<file path="src/rtl/ps2_mouse_init.sv">
// rtl/ps2_mouse_init.sv - PS/2 mouse bring-up command sequencer with bounded retries
// Optional wheel (IntelliMouse) detection is built when MOUSE_WHEEL_EN is defined.
module ps2_mouse_init #(
    parameter int         TIMEOUT_CYC = 50_000_000,
    parameter int         MAX_RETRY   = 3,
    parameter logic [7:0] SAMPLE_RATE = 8'd100
) (
    input  logic       clk,
    input  logic       rst_n,
    input  logic       start,
    output logic [7:0] tx_data,
    output logic       tx_valid,
    input  logic       tx_ready,
    input  logic       tx_err,
    input  logic [7:0] rx_data,
    input  logic       rx_valid,
    output logic       run,
    output logic       busy,
    output logic       error,
    output logic [2:0] err_code,
    output logic       wheel
);
`ifdef MOUSE_WHEEL_EN
    localparam logic [3:0] LAST_STEP = 4'd10;
    localparam logic [3:0] ID_STEP   = 4'd7;
`else
    localparam logic [3:0] LAST_STEP = 4'd3;
`endif
    localparam logic [1:0]  RETRY_MAX  = 2'(MAX_RETRY);
    localparam logic [31:0] TIMER_LAST = 32'(TIMEOUT_CYC - 1);

    typedef enum logic [2:0] {IDLE, SEND, WAIT_ACK, WAIT_BAT, WAIT_ID, RUN, FAIL} state_t;

    state_t      state, state_d;
    logic [3:0]  step, step_d;
    logic [1:0]  retry, retry_d;
    logic [31:0] timer, timer_d;
    logic        bat_aa, bat_aa_d;
    logic [2:0]  code_d;
    logic        fail;
    logic [2:0]  fail_code;
`ifdef MOUSE_WHEEL_EN
    logic        wheel_q, wheel_d;
`endif

    function automatic logic [7:0] cmd_byte(input logic [3:0] s);
`ifdef MOUSE_WHEEL_EN
        case (s)
            4'd0:    cmd_byte = 8'hFF;
            4'd2:    cmd_byte = 8'hC8;
            4'd4:    cmd_byte = 8'h64;
            4'd6:    cmd_byte = 8'h50;
            4'd7:    cmd_byte = 8'hF2;
            4'd9:    cmd_byte = SAMPLE_RATE;
            4'd10:   cmd_byte = 8'hF4;
            default: cmd_byte = 8'hF3;
        endcase
`else
        case (s)
            4'd0:    cmd_byte = 8'hFF;
            4'd1:    cmd_byte = 8'hF3;
            4'd2:    cmd_byte = SAMPLE_RATE;
            default: cmd_byte = 8'hF4;
        endcase
`endif
    endfunction

    always_comb begin
        state_d   = state;
        step_d    = step;
        retry_d   = retry;
        timer_d   = timer;
        bat_aa_d  = bat_aa;
        code_d    = err_code;
`ifdef MOUSE_WHEEL_EN
        wheel_d   = wheel_q;
`endif
        fail      = 1'b0;
        fail_code = 3'd0;
        // start passes through IDLE so tx_valid visibly drops for a cycle
        if (start) begin
            state_d  = IDLE;
            step_d   = 4'd0;
            retry_d  = 2'd0;
            timer_d  = '0;
            bat_aa_d = 1'b0;
            code_d   = 3'd0;
`ifdef MOUSE_WHEEL_EN
            wheel_d  = 1'b0;
`endif
        end else begin
            case (state)
                IDLE: begin
                    state_d = SEND;
                    step_d  = 4'd0;
                end
                SEND: begin
                    if (tx_ready) begin
                        state_d = WAIT_ACK;
                        timer_d = '0;
                    end
                end
                WAIT_ACK, WAIT_BAT, WAIT_ID: begin
                    timer_d = timer + 32'd1;
                    if (tx_err) begin
                        fail      = 1'b1;
                        fail_code = 3'd4;
                    end else if (rx_valid) begin
                        timer_d = '0;
                        if (state == WAIT_ACK) begin
                            if (rx_data == 8'hFA) begin
                                if (step == 4'd0) begin
                                    state_d  = WAIT_BAT;
                                    bat_aa_d = 1'b0;
                                end else if (step == LAST_STEP) begin
                                    state_d = RUN;
`ifdef MOUSE_WHEEL_EN
                                end else if (step == ID_STEP) begin
                                    state_d = WAIT_ID;
`endif
                                end else begin
                                    step_d  = step + 4'd1;
                                    state_d = SEND;
                                end
                            end else if (rx_data == 8'hFE && retry != RETRY_MAX) begin
                                retry_d = retry + 2'd1;
                                state_d = SEND;
                            end else begin
                                fail      = 1'b1;
                                fail_code = 3'd3;
                            end
                        end else if (state == WAIT_BAT) begin
                            if (rx_data == 8'hFC) begin
                                fail      = 1'b1;
                                fail_code = 3'd2;
                            end else if (!bat_aa && rx_data == 8'hAA) begin
                                bat_aa_d = 1'b1;
                            end else if (bat_aa && rx_data == 8'h00) begin
                                step_d  = 4'd1;
                                state_d = SEND;
                            end else begin
                                fail      = 1'b1;
                                fail_code = 3'd3;
                            end
                        end else begin
                            // any device ID is acceptable; only 03 means a wheel
`ifdef MOUSE_WHEEL_EN
                            wheel_d = (rx_data == 8'h03);
`endif
                            step_d  = step + 4'd1;
                            state_d = SEND;
                        end
                    end else if (timer == TIMER_LAST) begin
                        fail      = 1'b1;
                        fail_code = 3'd1;
                    end
                end
                default: ;
            endcase
            if (fail) begin
                code_d  = fail_code;
                timer_d = '0;
                if (retry == RETRY_MAX) begin
                    state_d = FAIL;
                end else begin
                    retry_d = retry + 2'd1;
                    step_d  = 4'd0;
                    state_d = SEND;
                end
            end
        end
    end

    always_ff @(posedge clk or negedge rst_n) begin
        if (!rst_n) begin
            state    <= IDLE;
            step     <= 4'd0;
            retry    <= 2'd0;
            timer    <= '0;
            bat_aa   <= 1'b0;
            err_code <= 3'd0;
`ifdef MOUSE_WHEEL_EN
            wheel_q  <= 1'b0;
`endif
        end else begin
            state    <= state_d;
            step     <= step_d;
            retry    <= retry_d;
            timer    <= timer_d;
            bat_aa   <= bat_aa_d;
            err_code <= code_d;
`ifdef MOUSE_WHEEL_EN
            wheel_q  <= wheel_d;
`endif
        end
    end

    assign tx_valid = (state == SEND);
    assign tx_data  = tx_valid ? cmd_byte(step) : 8'h00;
    assign run      = (state == RUN);
    assign error    = (state == FAIL);
    assign busy     = !(state == IDLE || state == RUN || state == FAIL);
`ifdef MOUSE_WHEEL_EN
    assign wheel    = wheel_q;
`else
    assign wheel    = 1'b0;
`endif
endmodule

</file>
<file path="config.mk">
export PLATFORM = sky130hd
export DESIGN_NAME = ps2_mouse_init
export DESIGN_NICKNAME = d
export VERILOG_FILES = /design/src/rtl/ps2_mouse_init.sv
export SDC_FILE = /design/constraint.sdc
export NUM_CORES = 1
export LEC_CHECK = 0
export CORE_MARGIN = 1.5
export CORE_UTILIZATION = 52
export CTS_CLUSTER_SIZE = 40
export DETAILED_ROUTE_END_ITERATION = 8
export HOLD_SLACK_MARGIN = 0.08
export PLACE_DENSITY_LB_ADDON = 0.3
export SYNTH_ARGS = -nofsm -noshare
export SYNTH_HDL_FRONTEND = slang
export SYNTH_SLANG_ARGS = --single-unit
</file>
<file path="constraint.sdc">
create_clock -name clk -period 2.65 [get_ports clk]
set_input_delay 0.265 -clock clk [delete_from_list [all_inputs] [get_ports clk]]
set_output_delay 0.265 -clock clk [all_outputs]
set_load 0.05 [all_outputs]
</file>
==> summary.txt <==
Status
  • Status: complete, no violations

GRT
  • GRT Total Usage: 0.256
  • First-pass GRT wire length: 13.1 mm
  • Number of global-route vias before repair: 2801
  • Largest net degree at the start of global routing: 46
  • Initial antenna violation count: 0
  • Total grt overflow: 0

Power
  • Power Total: 2.17 mW
  • Seq pwr share: 0.343
  • Maximum VDD drop: 687 uV
  • Switching power total: 903 uW
  • P_leak: 1.59 nW
  • Clock power frac: 0.213
  • Switch share: 0.415
  • Comb power frac: 0.444
  • Int Power: 1.27 mW
  • PD cells: 577 nW/um^2

Critical path
  • WP data required: 2.83 ns
  • CP max stage delay: 0.54 ns
  • Worst path arrival time: 2.74 ns
  • Critical Path End Type: register
  • Startpoint types: register
  • Worst r2r path cells: 6
  • CP Cell Sequence: or4_1 > or4_4 > nor3_4 > nor3_2 > a31oi_4 > mux2_4
  • Critical Path Slowest Stage Cell: or4_4
  • FF-to-FF Start: timer[10]
  • WP buf/inv: 0
  • R2R Setup Slk: 0.08 ns
  • Crit Path Max Fanout: 5
  • Critical path class: reg -> reg
  • Reg2reg end: state[1]
  • Delay-heaviest family, CP: simple AND/OR/NAND/NOR gates

Synthesis
  • Seq/Total Area, Yosys: 0.352
  • Post-Synthesis Cell Area: 3200 um^2
  • Synth Warn #: 0
  • Largest area contributor in the netlist: dfrtp_1
  • Syn_area_per_cell: 8.58 um^2
  • Share of the synthesized area in the top cell type: 0.352
  • Post-synth EDFFs: 0
  • Synthesis-stage register bit count: 45
  • Cell count after synthesis: 373
  • Main area contributors after synthesis: dfrtp_1, o21ai_1, nor2_1, nand2_1, o31ai_1
  • Top FF cell, synth: dfrtp_1
  • Synth Net Count: 393
  • Post-synth ARST share: 1.00
  • Cell variety after synth: 63

STA
  • Final period util: 0.969
  • Slew @ Worst Pin: 1.02 ns
  • Unrepaired setup endpoints after global routing: no
  • Peak Freq: 390 MHz
  • Min Clock Period, post-route: 2.57 ns
  • Slew Viols, Final: 0
  • Clock skew: 0.0111 ns
  • Relative slew margins: 0.320
  • Hold Vio Cnt, Final: 0
  • Final setup viols: 0

Layout
  • Final net count: 435
  • # diodes: 0
  • Share of post-route cells with drive strength above 1: 0.168
  • Core Util, Final: 0.637
  • Layout area overhead: 17.7%
  • Commonest cells after routing, fill and taps aside: dfrtp_1, nor2_1, buf_4
  • Most common cell after layout, fill and taps aside: dfrtp_1

Route
  • DRT iter0 DRCs: 234
  • DRT Pass-1 Iters: 4
  • WL per Instance: 16.1 um
  • Overall routed net length: 7.90 mm
  • Post-DRT Antenna Nets: 0
  • Vias per cell: 6.25
  • DRC: 0
  • Vias: 3070

Die
  • Die area: 6630 um^2
  • Die width: 81.5 um
  • Core area: 5920 um^2
  • Starting Density: 0.541
  • # IOs: 30
  • Die H: 81.5 um
  • Cell Rows: 28

Clock tree
  • Hold-fix buffers, CTS: 0
  • Clock Tree Root: clkbuf_8
  • CTS clk-pin slew, worst paths: 0.09 ns
  • Clock sink count: 45
  • CTS tree: built
  • CTS buffer count: 5
  • Post-CTS setup buffers: 0
  • Skew-Pair Late Insertion Delay: 0.30 ns
  • H-tree depth: 2
  • Longest Clk Path Bufs: 2

Placement
  • Placer Congestion: 0.943
  • Port bufs: 28
  • Hpwl dp: 5.82 mm

Min path
  • HP Class: in -> async

Run
  • Max-cap viol count: 0
## what timing repair did
action                     in CTS  in global routing
gates resized for setup         0                  0
setup endpoints to repair       0                  3
hold endpoints to repair        0                  0
## power groups by stage
stage | clock, mW | sequential, mW | combinational [mW]
2_1_floorplan | 0 | 0.758 | 0.671
3_3_place_gp | 0 | 0.758 | 0.949
3_5_place_dp | 0 | 0.758 | 0.960
4_1_cts | 0.478 | 0.744 | 0.962
5_1_grt | 0.500 | 0.751 | 1.03
6_report | 0.464 | 0.745 | 0.965
## cells by family (layout without fill, tap and decap cells)
| group | Yosys count | in the layout | share of synthesized area |
|---|---|---|---|
| buffers and inverters | 31 | 74 | 0.0516 |
| AND/OR/NAND/NOR | 163 | 163 | 0.283 |
| multiplexers | 7 | 7 | 0.0270 |
| adder cells (fa/ha/maj) | 6 | 6 | 0.0235 |
| AO/OA/AOI/OAI | 118 | 118 | 0.256 |
| flip-flops | 45 | 45 | 0.352 |
| XOR/XNOR | 2 | 2 | 0.00547 |
| other | 1 | 1 | 0.00117 |
## through the flow
stage          worst slack [ns]  setup TNS (ns)  cell area [um^2]  cells  hold slack (ns)
2_1_floorplan             0.189               0              3200    373          -0.0306
3_3_place_gp            0.00105               0              3670    483            0.469
3_5_place_dp            -0.0329         -0.0799              3670    483            0.476
4_1_cts                  0.0475               0              3770    491            0.171
5_1_grt                0.000386               0              3770    491            0.228
6_report                 0.0830               0              3770    491            0.135
## Yosys cell counts, types with 8 or more instances
library cell / instances
o31ai_1: 14
inv_1: 10
nor2_1: 36
nand4_1: 10
o21ai_0: 13
clkbuf_1: 10
dfrtp_1: 45
and3_1: 8
nand2_1: 31
nand2b_1: 9
nand3_1: 16
a31oi_1: 9
nor3_1: 10
o21ai_1: 32
a21oi_1: 19
## sequential cells by signal, indices dropped and copies added (netlist names)
name,flops
state,3
retry,2
err_code,3
step,4
timer,32
bat_aa,1
## area by class of cell
type	count	area, um^2
clock buffer	7	96.3
clock inverter	1	5.00
sequential	45	1130
multi-input combinational	297	1920
timing repair buffer	56	488
tap	75	93.8
inverter	10	37.5
fill	497	2150
## metal layers
layer | wire [um] | up-vias | track usage
met5 | 0 | - | 0
met4 | 172 | 0 | 0.0879
met3 | 368 | 14 | 0.0389
met2 | 3770 | 101 | 0.421
met1 | 3590 | 1471 | 0.343
li1 | - | 1484 | -
## worst max-delay path by stage
stage,start,end,slack (ns),cells after the start
2_1_floorplan,timer[8],state[1],0.19,6
3_3_place_gp,rx_data[0],state[2],0.001,8
3_5_place_dp,rx_data[0],state[2],-0.03,8
4_1_cts,timer[10],state[1],0.05,6
5_1_grt,timer[10],timer[21],0.0004,7
6_report,timer[10],state[1],0.08,6
No activity file was read; power rests on OpenSTA's default activity.
